**src/rtl/pipe_hazard_ctrl.sv**
```systemverilog
// pipe_hazard_ctrl: hazard and stall control for a 5-stage in-order pipeline.
// This block handles three kinds of hazard:
//   - RAW hazards: stalls IF/ID and inserts a bubble into ID/EX.
//   - Taken branches: flushes the two younger stages.
//   - Multi-cycle MDU ops: freezes the front end for MDU_LAT cycles.
// Optional build macro: HAZ_FORWARD_EN.
//   - When defined, MEM/WB -> EX forwarding is compiled in, and only load-use
//     dependences stall.
//   - When undefined, forwarding selects stay 00, and both EX and MEM
//     producers stall.
module pipe_hazard_ctrl #(
  parameter int MDU_LAT = 4
) (
  input  logic       clk,
  input  logic       rst,
  input  logic [4:0] id_rs,
  input  logic [4:0] id_rt,
  input  logic [1:0] id_use,
  input  logic [4:0] ex_rs,
  input  logic [4:0] ex_rt,
  input  logic [4:0] ex_rd,
  input  logic       ex_reg_write,
  input  logic       ex_mem_read,
  input  logic [4:0] mem_rd,
  input  logic       mem_reg_write,
  input  logic [4:0] wb_rd,
  input  logic       wb_reg_write,
  input  logic       branch_taken,
  input  logic       mdu_start,
  output logic       pc_en_bar,
  output logic       ifid_en_bar,
  output logic       idex_en_bar,
  output logic       ifid_flush,
  output logic       idex_flush,
  output logic       exmem_flush,
  output logic [1:0] fwd_a_sel,
  output logic [1:0] fwd_b_sel,
  output logic       busy
);

  typedef enum logic {RUN = 1'b0, MDU_BUSY = 1'b1} state_t;

  localparam logic [3:0] LAT = 4'(MDU_LAT);

  state_t     state_q, state_d;
  logic [3:0] cnt_q, cnt_d;

  // An ID source only takes part in hazard checks when it is actually read
  // and is not r0, so a write to r0 never creates a dependence.
  logic use_rs, use_rt;
  assign use_rs = id_use[0] & (id_rs != 5'd0);
  assign use_rt = id_use[1] & (id_rt != 5'd0);

  logic raw_stall;
  logic [1:0] fwd_a, fwd_b;

`ifdef HAZ_FORWARD_EN
  // Forwarding build.
  //   - Only a load in EX cannot be bypassed, so it costs one bubble.
  //   - For a source, the youngest producer wins: MEM has priority over WB.
  always_comb begin
    raw_stall = ex_mem_read & ex_reg_write &
                ((use_rs & (id_rs == ex_rd)) | (use_rt & (id_rt == ex_rd)));
    fwd_a = 2'b00;
    fwd_b = 2'b00;
    if (mem_reg_write && mem_rd != 5'd0 && mem_rd == ex_rs)    fwd_a = 2'b10;
    else if (wb_reg_write && wb_rd != 5'd0 && wb_rd == ex_rs)  fwd_a = 2'b01;
    if (mem_reg_write && mem_rd != 5'd0 && mem_rd == ex_rt)    fwd_b = 2'b10;
    else if (wb_reg_write && wb_rd != 5'd0 && wb_rd == ex_rt)  fwd_b = 2'b01;
  end
`else
  // No-bypass build.
  //   - Any pending write in EX or MEM to a source register stalls.
  //   - A write in WB lands before the regfile read, so WB never stalls.
  always_comb begin
    raw_stall = (ex_reg_write &
                 ((use_rs & (id_rs == ex_rd)) | (use_rt & (id_rt == ex_rd)))) |
                (mem_reg_write &
                 ((use_rs & (id_rs == mem_rd)) | (use_rt & (id_rt == mem_rd))));
    fwd_a = 2'b00;
    fwd_b = 2'b00;
  end
`endif

  // State and MDU countdown registers with synchronous reset.
  always_ff @(posedge clk) begin
    if (rst) begin
      state_q <= RUN;
      cnt_q   <= 4'd0;
    end else begin
      state_q <= state_d;
      cnt_q   <= cnt_d;
    end
  end

  // Next-state logic.
  //   - A taken branch squashes a coincident mdu_start.
  //   - Once busy, every other request is ignored until the count hits 1.
  always_comb begin
    state_d = state_q;
    cnt_d   = cnt_q;
    case (state_q)
      RUN: begin
        if (mdu_start && !branch_taken) begin
          state_d = MDU_BUSY;
          cnt_d   = LAT;
        end
      end
      MDU_BUSY: begin
        cnt_d = cnt_q - 4'd1;
        if (cnt_q == 4'd1) state_d = RUN;
      end
      default: begin
        state_d = RUN;
        cnt_d   = 4'd0;
      end
    endcase
  end

  // Output decode, in priority order: reset, MDU busy, branch, RAW, normal.
  always_comb begin
    pc_en_bar   = 1'b0;
    ifid_en_bar = 1'b0;
    idex_en_bar = 1'b0;
    ifid_flush  = 1'b0;
    idex_flush  = 1'b0;
    exmem_flush = 1'b0;
    fwd_a_sel   = fwd_a;
    fwd_b_sel   = fwd_b;
    busy        = 1'b0;
    if (rst) begin
      ifid_flush  = 1'b1;
      idex_flush  = 1'b1;
      exmem_flush = 1'b1;
      fwd_a_sel   = 2'b00;
      fwd_b_sel   = 2'b00;
    end else if (state_q == MDU_BUSY) begin
      pc_en_bar   = 1'b1;
      ifid_en_bar = 1'b1;
      idex_en_bar = 1'b1;
      exmem_flush = 1'b1;
      busy        = 1'b1;
    end else if (branch_taken) begin
      ifid_flush  = 1'b1;
      idex_flush  = 1'b1;
    end else if (raw_stall) begin
      pc_en_bar   = 1'b1;
      ifid_en_bar = 1'b1;
      idex_flush  = 1'b1;
    end
  end

endmodule

```
**config.mk**
```make
export PLATFORM = sky130hd
export DESIGN_NAME = pipe_hazard_ctrl
export DESIGN_NICKNAME = d
export VERILOG_FILES = /design/src/rtl/pipe_hazard_ctrl.sv
export SDC_FILE = /design/constraint.sdc
export NUM_CORES = 1
export LEC_CHECK = 0
export CAP_MARGIN = 30
export CORE_ASPECT_RATIO = 0.7
export CORE_MARGIN = 2
export CORE_UTILIZATION = 29
export DETAILED_ROUTE_END_ITERATION = 7
export PLACE_DENSITY = 0.79
export SYNTH_ARGS = -nofsm -noshare
export SYNTH_HDL_FRONTEND = slang
export SYNTH_SLANG_ARGS = --single-unit
```
**constraint.sdc**
```tcl
create_clock -name clk -period 2.1 [get_ports clk]
set_input_delay 0.315 -clock clk [delete_from_list [all_inputs] [get_ports clk]]
set_output_delay 0.315 -clock clk [all_outputs]
set_load 0.03 [all_outputs]
```
* After elaboration in Yosys (flattened, before gate mapping)
Index checks and enable logic that the tools add are counted.
** Word-level totals
- Register bits after elaboration :: 5
- Logic and storage cells :: 43
** Operators by class
- Mux-type cells :: 18
- Eq/ne operators :: 6
- Bitwise operators :: 12
- $add $sub $neg :: 1
- Reductions and logical operators :: 4
** Operators with widths (number)
- $eq 5x5->1 :: 4
- $mux 1 :: 15
- $reduce_bool 5->1 :: 2
- $and 1x1->1 :: 8
- $pmux 4 s2 :: 1
- $eq 4x1->1 const B :: 1
- $mux 4 :: 1
- $sub 4x1->4 const B :: 1
- $or 1x1->1 :: 3
- $ne 2x2->1 const B :: 1
- $pmux 1 s2 :: 1
- $logic_and 1x1->1 :: 1
- $logic_not 1->1 :: 1
- $not 1->1 :: 1

* Depth between registers and ports, before layout
Gate-level depths: netlist of run 1.
- Depth in word-level cells :: 10
- Depth in mapped cells :: 6
- Gate-level depth less buffers :: 5

* Worst setup path before layout of run 1
OpenSTA, ideal clock, no wires.
- Kind :: register -> output
- Start :: reg state_q
- End :: out pc_en_bar
- Required time :: 1785 ps
- Path buffers :: 1
- Stages on the path, launching flop included :: 6
- Data arrival time :: 1700 ps
- Setup slack :: 85 ps
- Path through :: dfxtp_1 > inv_1 > a21oi_1 > inv_1 > a21oi_1 > buf_4
** On the way
- Word-level cells in the longest chain between the ends :: 2
** RTL lines
- from (decl) :: RTL line 45 : state_t state_q, state_d;
- from (signal assigned) :: RTL line 91 : state_q <= state_d;
- $mux 1 (2 in a row)
- to (decl) :: RTL line 30 : output logic pc_en_bar,
Every way passes these cells.

* Worst setup path after layout of run 1
- Start :: in rst
- End :: out idex_en_bar
** On the way
- Word-level cells in the longest chain between the ends :: 1
** RTL lines
- from (decl) :: RTL line 15 : input logic rst,
- $mux 1 :: RTL line 131 : if (rst) begin
- to (decl) :: RTL line 32 : output logic idex_en_bar,
Every way passes these cells.

==> results of run 1 <==
[timing repair]
item                                    4_1_cts  5_1_grt
pin swaps                                     6        9
endpoints found under the setup margin        3        6
cloned                                        0        0
resized for setup                            38       15
[through the flow]
step	cell area, µm²	utilization	hold WS [ns]	total power [mW]
3_5_place_dp	988	0.528	0.477	0.322
4_1_cts	1020	0.546	0.481	0.434
2_1_floorplan	591	-	0.387	0.218
5_1_grt	1060	0.565	0.520	0.463
3_3_place_gp	988	0.528	0.466	0.317
6_report	1060	0.565	0.487	0.435
[flip-flops by register name, summed over array words and instances, names as in the netlist]
signal	count
cnt_q	4
state_q	1
[worst paths after layout]
| path | startpoint | to | slack [ns] | cells after the start |
|---|---|---|---|---|
| worst max-delay path | rst | idex_en_bar | 0.06 | 4 |
| worst min register to register | cnt_q[3] | cnt_q[3] | 0.49 | 1 |
| worst max register to register | cnt_q[0] | cnt_q[2] | 0.99 | 5 |
| worst min-delay path | cnt_q[3] | cnt_q[3] | 0.49 | 1 |
[cell type report]
cell class,count,area [µm²]
Tap cell,22,27.5
Clock buffer,4,26.3
Fill cell,166,815
Inverter,5,18.8
Multi-Input combinational cell,63,462
Timing Repair Buffer,44,422
Sequential cell,5,100
[critical path, stage by stage]
cell and delay [ns]:
clkdlybuf4s50_1 0.43, buf_4 0.17, nor2_1 0.12, clkdlybuf4s50_1 0.69
[routing by layer]
layer  vias to the layer above  global-route usage  routed length, µm
li1                        341                   -                  -
met1                       302               0.184                842
met2                        23               0.278                917
met3                         2              0.0370                 99
met4                         0              0.0698                 14
met5                         -                   0                  0
[layout by cell type, fill, tap and decap left out, types with 2 or more instances in the layout]
master           synthesis  final
xnor2_1                 20     19
buf_4                    6     11
dlymetal6s2s_1           0      9
clkdlybuf4s50_1          0      9
dlygate4sd2_1            0      9
nor2_1                   6      6
inv_1                    5      5
nand2_1                  5      5
dfxtp_1                  5      5
nand4_1                  4      4
conb_1                   1      4
a21oi_1                  4      3
nand2b_1                 3      3
a311oi_1                 3      3
clkbuf_4                 0      3
clkdlybuf4s15_1          0      3
o22ai_2                  0      2
nor3_1                   2      2
ha_1                     2      2
buf_6                    0      2
[power groups by stage]
stage	registers, mW	clock network, mW	logic, mW
final	0.110	0.113	0.211
after global routing	0.111	0.125	0.227
after CTS	0.110	0.116	0.207
after detailed placement	0.112	0	0.211
after global placement	0.111	0	0.205
after floorplan	0.112	0	0.106
[kinds of logic after synthesis]
group,Yosys count,share of synthesized area
AND/OR/NAND/NOR,23,0.199
XOR/XNOR,20,0.302
AO/OA/AOI/OAI,13,0.149
buffers and inverters,11,0.110
flip-flops,5,0.173
adder cells (fa/ha/maj),2,0.0432
other,1,0.00647
multiplexers,1,0.0173
==> reports/metrics.cfg, run 1 <==
[pwr]
p_sw_uw = 151
clockPowerShare = 0.261
combPwrFrac = 0.485
p_int_uw = 283
power.leakage_nw = 0.486
ir_drop_mv = 0.264
p_per_area_nw_per_um2 = 411
seqPwrFrac = 0.254
swShare = 0.348

[global_route]
grt_first_pass_wirelength_um = 2620
antenna_found_initial = 0
grt_pass1_vias = 615
grt_max_degree = 9
globalRouteOverflowTotal = 0
grt_usage = 0.155

[timing]
drv_slew = 0
hold_violations = 0
fin_setup_tns_ns = 0
finalCriticalPeriod_ns = 2.04
fin_crit_sh = 0.973
clock_skew_ns = 0.00495
max_freq_ghz = 0.489
finalWorstSetupSlack_ns = 0.0564
setup_viol = 0
rsz0062_at_grt = no

[synthesis]
synth_most_common_cell = xnor2_1
ys_seq_elements = 5
synth_flop_cell = dfxtp_1
synth_area_leaders = xnor2_1, dfxtp_1, buf_4, a311oi_1, ha_1
synth.avg_cell_area_um2 = 7.62
synth-edff-count = 0
syn-instance-count = 76
yosysSeqAreaShare = 0.173
syn-cell-area_um2 = 579
synthTopCellsByCount = xnor2_1, buf_4, nor2_1
yosysTopAreaCell = xnor2_1
yosys_warnings = 0
synth_top_area_frac = 0.302
ys_async_sr_fraction = 0
ys_types = 22

[route]
vias = 668
vias_per_cell = 4.67
drt_iter0_drc = 20
drtPass1Iterations = 4
wire_per_inst_um = 13.1
routed_wl_um = 1870
ant_nets = 0
drcViolationCount = 0

[worst_setup_path]
critPathRequiredTime_ns = 1.78
path_class = in2out
arrival_ns = 1.73
cp_max_fo = 7
start_kind = primary input
endpoint_kind = primary output

[floorplan]
die_w_um = 57.4
io_pins = 56
die_area_um2 = 2380
start_util = 0.310
fp-row-count = 13
core-area_um2 = 1870
die_y_um = 41.4

[cells_and_area]
area_delta_synth_final_pct = 82.3
layout-drive-gt1-share = 0.198
diodes = 0
fin_cells = 143
nets = 169

[placement]
dp_slack_ns = -0.685
placed_cells = 139
gp_congestion = 0.801
io_buffers = 34
dp_hpwl_um = 1520

[cts]
clk_latency_ns = 0.25
clockBufferDepth = 2
cts_sinks = 5
path_clk_slew_ns = 0.04
cts-root-buf = clkbuf_4
cts_tree = yes
h-tree-depth = 1
cts_hold_buf = 0
cts_buffers = 3
postCtsSetupRepairBufs = 0

[run_status]
status = finished, final reports clean

[min_path]
hold_class = reg2reg

[run]
drv_cap = 0

Power figures use the tool's default switching activity.
==> run 2, diff against run 1 <==
--- a/config.mk
+++ b/config.mk
@@ -6,11 +6,13 @@
 export NUM_CORES = 1
 export LEC_CHECK = 0
 export CAP_MARGIN = 30
+export CELL_PAD_IN_SITES_DETAIL_PLACEMENT = 0
+export CELL_PAD_IN_SITES_GLOBAL_PLACEMENT = 1
 export CORE_ASPECT_RATIO = 0.7
 export CORE_MARGIN = 2
-export CORE_UTILIZATION = 29
+export CORE_UTILIZATION = 18
 export DETAILED_ROUTE_END_ITERATION = 7
-export PLACE_DENSITY = 0.79
+export PLACE_DENSITY_LB_ADDON = 0.1
 export SYNTH_ARGS = -nofsm -noshare
 export SYNTH_HDL_FRONTEND = slang
 export SYNTH_SLANG_ARGS = --single-unit
==> reports/metrics.cfg, run 2 (synthesized netlist as in run 1, its figures left out) <==
[worst_setup_path]
crit_family = buffers and inverters
arrival_ns = 1.71
reg2reg_depth = 5
start_kind = primary input
critPathRequiredTime_ns = 1.78
path_buf_inv = 3
crit_top_cell = clkdlybuf4s50_1
cp_max_fo = 7
endpoint_kind = primary output
slowest_delay_ns = 0.69
reg2reg_to = cnt_q[2]
r2r_start = cnt_q[0]
cpMaxStageDelayCell = clkdlybuf4s50_1
path_class = in2out
path_cells = clkdlybuf4s50_1, buf_4, nor2_1, clkdlybuf4s50_1
r2r_setup_slack_ns = 0.99

[cells_and_area]
top_regs = cnt_q x4, state_q x1
final_util = 0.344
largest_reg_flops = 4
nets = 166
n_fill_cell = 343
regArea_um2 = 100
layout-drive-gt1-share = 0.153
area_delta_synth_final_pct = 84.4
diodes = 0
final_cell_mix = xnor2_1, dlymetal6s2s_1, clkdlybuf4s50_1, dlygate4sd2_1, buf_4
fin_cells = 156
top_register = cnt_q
multi_input_area_um2 = 450
layout_commonest_cell = xnor2_1

[route]
drtPass1Iterations = 4
ant_nets = 0
drt_iter0_drc = 31
routed_wl_um = 1810
wire_per_inst_um = 11.6
drcViolationCount = 0
vias_per_cell = 4.10
vias = 639

[floorplan]
start_util = 0.187
fp-row-count = 17
die_y_um = 51.5
die_w_um = 71.8
core-area_um2 = 3110
die_area_um2 = 3700
io_pins = 56

[pwr]
swShare = 0.317
clockPowerShare = 0.371
p_per_area_nw_per_um2 = 464
ir_drop_mv = 0.126
p_sw_uw = 157
power.leakage_nw = 0.472
p_int_uw = 338
combPwrFrac = 0.406
seqPwrFrac = 0.223

[timing]
finalWorstSetupSlack_ns = 0.0722
fin_crit_sh = 0.966
setup_viol = 0
finalCriticalPeriod_ns = 2.03
fin_setup_tns_ns = 0
rsz0062_at_grt = no
max_freq_ghz = 0.493
drv_slew = 0
hold_violations = 0
clock_skew_ns = 0.000429

[min_path]
min_delay_worst_endpoint = cnt_q[3]
hold_path.startpoint = cnt_q[3]
hold_class = reg2reg
whs_path_depth = 1

[placement]
gp_congestion = 0.760
io_buffers = 34
placed_cells = 152
dp_hpwl_um = 1540
dp_slack_ns = -0.644

[cts]
cts_sinks = 5
h-tree-depth = 1
cts_tree = yes
cts_buffers = 3
path_clk_slew_ns = 0.04
clk_latency_ns = 0.23
cts_hold_buf = 0
cts-root-buf = clkbuf_8
clockBufferDepth = 2

[run]
drv_cap = 0

[global_route]
globalRouteOverflowTotal = 0
grt_max_degree = 9
grt_first_pass_wirelength_um = 2750
grt_pass1_vias = 563
grt_usage = 0.102
antenna_found_initial = 0

[run_status]
status = finished, final reports clean

-- run 2: layer usage --
layer	track usage	vias up	share of wire
li1	-	333	-
met1	0.139	282	0.51
met2	0.137	19	0.43
met3	0.0316	5	0.051
met4	0.0660	0	0.017
met5	0	-	0
-- run 2: worst max-delay path by stage --
stage | start | endpoint | slack [ns] | cells past startpoint
after floorplan | state_q | pc_en_bar | 0.08 | 5
after global placement | id_rt[1] | ifid_en_bar | -0.62 | 6
after detailed placement | id_rt[2] | pc_en_bar | -0.64 | 6
after CTS | rst | exmem_flush | 0.004 | 4
after global routing | rst | idex_en_bar | 0.009 | 4
final | rst | idex_en_bar | 0.07 | 4
-- run 2: power by group through the flow --
stage | Clock, mW | Combinational [mW] | Sequential (mW)
finish | 0.184 | 0.201 | 0.110
global route | 0.197 | 0.219 | 0.111
CTS | 0.187 | 0.202 | 0.110
detailed placement | 0 | 0.206 | 0.112
global placement | 0 | 0.209 | 0.112
floorplan | 0 | 0.106 | 0.112
-- run 2: worst register-to-register path, cell delays in order (launching register included) --
cell and delay [ns]:
dfxtp_1 0.38, inv_1 0.06, ha_1 0.20, nand2b_1 0.14
a21oi_1 0.15, a311oi_1 0.05
-- run 2: timing repair --
| action | CTS | global route |
|---|---|---|
| buffers inserted | 0 | 0 |
| pin swaps | 7 | 2 |
| endpoints found under the setup margin | 3 | 5 |
| gates resized for setup | 35 | 12 |
-- run 2: layout make-up --
cell class	count	share of cell area
sequential	5	0.0937
multi-input combinational	63	0.422
timing repair buffer	41	0.381
tap	38	0.0445
inverter	5	0.0176
clock buffer	4	0.0422
-- run 2: stage by stage --
step	area, µm²	hold slack [ns]	power (mW)
floorplan	591	0.387	0.218
global placement	986	0.472	0.321
detailed placement	986	0.472	0.318
CTS	1030	0.477	0.500
global route	1070	0.491	0.528
finish	1070	0.478	0.495
==> run 3, diff against run 2 <==
--- a/config.mk
+++ b/config.mk
@@ -5,7 +5,6 @@
 export SDC_FILE = /design/constraint.sdc
 export NUM_CORES = 1
 export LEC_CHECK = 0
-export CAP_MARGIN = 30
 export CELL_PAD_IN_SITES_DETAIL_PLACEMENT = 0
 export CELL_PAD_IN_SITES_GLOBAL_PLACEMENT = 1
 export CORE_ASPECT_RATIO = 0.7
==> results of run 3 <==
The final DEF is identical to that of run 2; final timing and power are the same.
